**config.mk**
```make
export PLATFORM = sky130hd
export DESIGN_NAME = pixel_row_streamer
export DESIGN_NICKNAME = d
export VERILOG_FILES = /design/src/rtl/pixel_pkg.sv /design/src/rtl/pixel_row_streamer.sv
export SDC_FILE = /design/constraint.sdc
export NUM_CORES = 1
export LEC_CHECK = 0
export CAP_MARGIN = 40
export CORE_UTILIZATION = 50
export DETAILED_ROUTE_END_ITERATION = 6
export GPL_ROUTABILITY_DRIVEN = 0
export PLACE_DENSITY = 0.87
export SLEW_MARGIN = 10
export SYNTH_ARGS = -nofsm -noshare
export SYNTH_HDL_FRONTEND = slang
export SYNTH_SLANG_ARGS = --single-unit
export TNS_END_PERCENT = 50
```
**constraint.sdc**
```tcl
create_clock -name clk -period 2.7 [get_ports clk]
set_input_delay 0.54 -clock clk [delete_from_list [all_inputs] [get_ports clk]]
set_output_delay 0.54 -clock clk [all_outputs]
set_load 0.01 [all_outputs]
```
**src/rtl/pixel_pkg.sv**
```systemverilog
// Shared constants and state encoding for the pixel row streamer.
// Latency: n/a (declarations only).
// Backpressure: n/a.
package pixel_pkg;

  localparam int PIX_W    = 10;
  localparam int ROW_PIX  = 28;
  localparam int NUM_ROWS = 28;
  localparam int SEL_BIT  = 5;
  localparam int COL_W    = 5;
  localparam int ROW_W    = PIX_W * ROW_PIX;

  // Terminal counter values, sized to the counters so compares are exact-width.
  localparam logic [SEL_BIT-1:0] LAST_ROW = SEL_BIT'(NUM_ROWS - 1);
  localparam logic [COL_W-1:0]   LAST_COL = COL_W'(ROW_PIX - 1);

  typedef enum logic [1:0] {
    IDLE   = 2'd0,
    LOAD   = 2'd1,
    STREAM = 2'd2,
    DONE   = 2'd3
  } state_t;

endpackage

```
**src/rtl/pixel_row_streamer.sv**
```systemverilog
// Walks rows 0..NUM_ROWS-1 on row_sel, latches each row and streams its pixels one per beat.
// Latency: first pixel valid 2 cycles after start; one LOAD bubble per row; done 2 cycles after last beat.
// Backpressure: pix_ready low holds pix_valid and all pix_* fields stable; nothing is dropped.
module pixel_row_streamer
  import pixel_pkg::*;
(
  input  logic               clk,
  input  logic               rst_n,
  input  logic               start,
  output logic [SEL_BIT-1:0] row_sel,
  input  logic [ROW_W-1:0]   row_data,
  output logic               pix_valid,
  input  logic               pix_ready,
  output logic [PIX_W-1:0]   pix_data,
  output logic [SEL_BIT-1:0] pix_row,
  output logic [COL_W-1:0]   pix_col,
  output logic               pix_last,
  output logic               busy,
  output logic               done
);

  state_t           state;
  logic [ROW_W-1:0] row_reg;
  logic [COL_W-1:0] col;

  // Frame sequencer: state, row/column counters, row latch and registered status outputs.
  always_ff @(posedge clk) begin
    if (!rst_n) begin
      state     <= IDLE;
      row_sel   <= '0;
      row_reg   <= '0;
      col       <= '0;
      pix_valid <= 1'b0;
      busy      <= 1'b0;
      done      <= 1'b0;
    end else begin
      done <= 1'b0;
      case (state)
        IDLE: begin
          if (start) begin
            row_sel <= '0;
            busy    <= 1'b1;
            state   <= LOAD;
          end
        end
        LOAD: begin
          // row_data has had a full cycle to settle for the current row_sel.
          row_reg   <= row_data;
          col       <= '0;
          pix_valid <= 1'b1;
          state     <= STREAM;
        end
        STREAM: begin
          if (pix_ready) begin
            if (col != LAST_COL) begin
              col <= col + COL_W'(1);
            end else begin
              pix_valid <= 1'b0;
              if (row_sel != LAST_ROW) begin
                row_sel <= row_sel + SEL_BIT'(1);
                state   <= LOAD;
              end else begin
                state <= DONE;
              end
            end
          end
        end
        DONE: begin
          done    <= 1'b1;
          busy    <= 1'b0;
          row_sel <= '0;
          state   <= IDLE;
        end
        default: state <= IDLE;
      endcase
    end
  end

  // Pixel fields are pure functions of registers, so they cannot move while stalled.
  always_comb begin
    pix_data = row_reg[int'(col) * PIX_W +: PIX_W];
    pix_row  = row_sel;
    pix_col  = col;
    pix_last = pix_valid && (row_sel == LAST_ROW) && (col == LAST_COL);
  end

endmodule
```
==> results by group <==
Setup path
  • Reg-to-reg slack, setup: 0.53 ns
  • Setup crit start: pix_col[0]
  • Worst EP arrival: 2.41 ns
  • Crit. End Element: primary output
  • Worst Path Required: 2.16 ns
  • Cell chain of the critical path: buf_8 -> buf_6 -> mux4_2 -> a211oi_4 -> a21oi_2 -> buf_2
  • Critical path type: reg -> out
  • Worst path slowest cell: mux4_2
  • Max FO, Critical Path: 6
  • Reg2reg start: pix_col[0]
  • Reg2Reg Depth: 7
  • CP Launch Type: register
  • Reg2reg end: pix_row[4]
  • CP peak stage delay: 0.54 ns

STA
  • Max-slew violation count: 0
  • Slew margin rel.: 62.9%
  • Finish-stage setup viols: 11
  • Worst-margin pin slew: 0.556 ns
  • RSZ-0062 raised after global routing: yes
  • Clk_skew: 0.00631 ns
  • Post-route setup slack: -0.253 ns
  • Fmax: 339 MHz
  • Crit path time final: 2.95 ns
  • Final hold vios: 0
  • Part of the cycle the worst path needs: 109%
  • Setup_tns: -1.75 ns

Global routing
  • Antenna violations before repair: 3
  • GRT overflow: 0
  • Largest net degree at the start of global routing: 105
  • Vias in the first global route: 12100
  • GRT Util Overall: 32.3%
  • First-pass GRT wire length: 65.3 mm

Clocking
  • Clock Latency Late Sink: 0.55 ns
  • CTS tree: yes
  • Clock sinks: 295
  • CTS hold repair buffers: 0
  • Reg clk slew, reported paths: 0.06 ns
  • H-tree levels: 1
  • Root Buffer: clkbuf_16
  • CTS Buf Count: 29
  • Clk buf depth: 3

Yosys
  • Post-synth top area share: 47.2%
  • Synthesis-stage register bit count: 295
  • Post-synthesis mux area share: 11.9%
  • Sequential share of the synthesized area: 47.2%
  • Largest family of logic cells by synthesized area: simple AND/OR/NAND/NOR gates
  • Post-synthesis net count: 1790
  • Simple-Gate Fraction of Synth Area: 19.6%
  • Synth Area in Compound Gates: 15.8%
  • Adder-Cell Fraction of Synth Area: 0.200%
  • Cell taking the most area after synthesis: dfxtp_1
  • Post-synthesis xor/xnor area fraction: 0.210%
  • Post-Synthesis Cells: 1504
  • Post-synth EDFFs: 0
  • Top cells by area, synth: dfxtp_1 47%, nand2_1 17%, a21oi_1 12%
  • Syn Area/Cell: 8.32 um2
  • Yosys warning total: 0
  • Synthesized cell area: 12500 um2
  • Post-synth ARST share: 0%
  • Top_reg_cell synth: dfxtp_1
  • Distinct cells, synth: 39

Min path
  • Hold depth: 2
  • Hold Crit Endpoint: row_reg[41]
  • Hold_sp: row_reg[41]
  • Hold/Removal Path Class: reg -> reg

Final layout
  • Layout Cell Area excl Fill: 17600 um2
  • Layout cells sized above 1: 14.2%
  • Area of the multi-input gates: 6340 um2
  • Fill cells: 1631
  • Area growth from synthesis to layout: 40.2%
  • Commonest non-fill, non-tap cell in the layout: nand2_1
  • Most frequent cells in the layout: 572 x nand2_1, 301 x clkdlybuf4s50_1, 291 x dfxtp_1, 284 x a21oi_1, 52 x mux4_2
  • Nets: 2077
  • Register area: 5920 um2
  • Max reg flops: 280
  • Util after Layout: 71.8%

Run status
  • Status: finished, violations left
  • Failing checks: setup timing

Power and ir drop
  • Clock power frac: 39.5%
  • Reg power frac: 47.3%
  • Cell internal pwr: 7.52 mW
  • Comb pwr share: 13.1%
  • Sw power: 2.47 mW
  • Worst VDD drop: 0.426 mV
  • Sw Share: 24.8%
  • Power Density: 569 nW/um2
  • Leak: 6.10 nW

Placed design
  • IO Port Bufs: 312
  • Post-place instance area: 16000 um2
  • Post-DP HPWL: 29.4 mm

Drt
  • DR iter-0 viols: 1442
  • Routed vias: 12500
  • DR vias/cell: 5.86
  • Drc violations: 0
  • Routed Antenna Nets: 0
  • Wire per inst: 20.0 um
  • Number of iterations in the first detailed-routing pass: 6
  • Routed wire length: 42.7 mm

Die
  • I/O pin cnt: 313
  • Starting density of the core: 51.2%
  • Core Area: 24500 um2
  • Die Y: 160 um
  • Die X: 160 um
  • Site Rows: 57
  • Die Area: 25700 um2

Run
  • Max-cap check violation count: 0
-- power by group through the flow --
stage	combinational (mW)	sequential [mW]	clock [mW]
floorplan	0.608	4.73	0
global placement	1.21	4.80	0
detailed placement	1.23	4.81	0
CTS	1.29	4.72	3.93
global route	1.41	4.74	4.12
finish	1.31	4.73	3.95
-- metal layers --
layer	wire length, um	GRT usage (%)	vias up	share of wire (%)
met5	8	0	-	0.019
met4	2830	18.5	2	6.6
met3	3860	6.05	191	9.0
met2	20100	53.5	775	47
met1	15900	39.5	5874	37
li1	-	-	5664	-
-- metrics by stage --
stage / std cells / hold WS [ns] / setup slack, ns / total power [mW]
floorplan: 1504 / 0.432 / 0.411 / 5.34
global placement: 2059 / 0.440 / -0.0593 / 6.01
detailed placement: 2059 / 0.443 / -0.0560 / 6.04
CTS: 2132 / 0.455 / -0.177 / 9.94
global route: 2135 / 0.472 / -0.272 / 10.3
finish: 2135 / 0.452 / -0.253 / 9.99
-- Yosys cell counts, types with 3 or more instances --
master,instances
mux2_2,10
o22ai_1,18
nor2_1,14
buf_2,55
nand2b_1,3
a211oi_1,19
nand3_1,5
mux2i_1,20
a31oi_1,3
a21oi_1,293
clkbuf_1,55
dfxtp_1,295
nor2b_1,13
nand4_1,3
o311a_1,10
buf_4,11
and3_1,3
buf_6,4
buf_1,4
nand2_1,576
xor2_1,3
mux4_2,52
inv_1,3
a22oi_1,10
-- kinds of logic (layout without fill, tap and decap cells) --
family,count (synthesis),in the layout
AND/OR/NAND/NOR,627,627
flip-flops,295,295
other,0,2
buffers and inverters,133,438
multiplexers,82,82
adder cells (fa/ha/maj),2,2
AO/OA/AOI/OAI,362,362
XOR/XNOR,3,3
-- critical path: cells and delay by family, from the launching register on --
kind / cells / cell delay, ns
AOI/OAI and AO/OA: 2 / 0.45
buffers and inverters: 3 / 0.44
DFF: 1 / 0.42
muxes: 1 / 0.54
-- worst max path at each step --
stage,end,slack [ns],depth (start not counted)
after floorplan,pix_data[1],0.41,5
after global placement,pix_data[4],-0.06,7
after detailed placement,pix_data[4],-0.06,7
after CTS,pix_data[8],-0.18,6
after global routing,pix_data[1],-0.27,7
final,pix_data[6],-0.25,6
-- timing repair --
action,CTS,global route
endpoints found under the setup margin,11,11
pin swaps,33,9
resized for setup,125,11
setup buffers,27,3
gates cloned,3,0
-- final cells by class --
type / instances / area share (%)
multi-input cells: 1076 / 36.1
diodes: 2 / 0.0285
repair buffers: 386 / 22.5
clock inverters: 7 / 0.221
well taps: 324 / 2.31
inverters: 3 / 0.107
clock buffers: 42 / 5.05
flip-flops and latches: 295 / 33.7
Note: power is estimated with default switching activity, not from simulation.
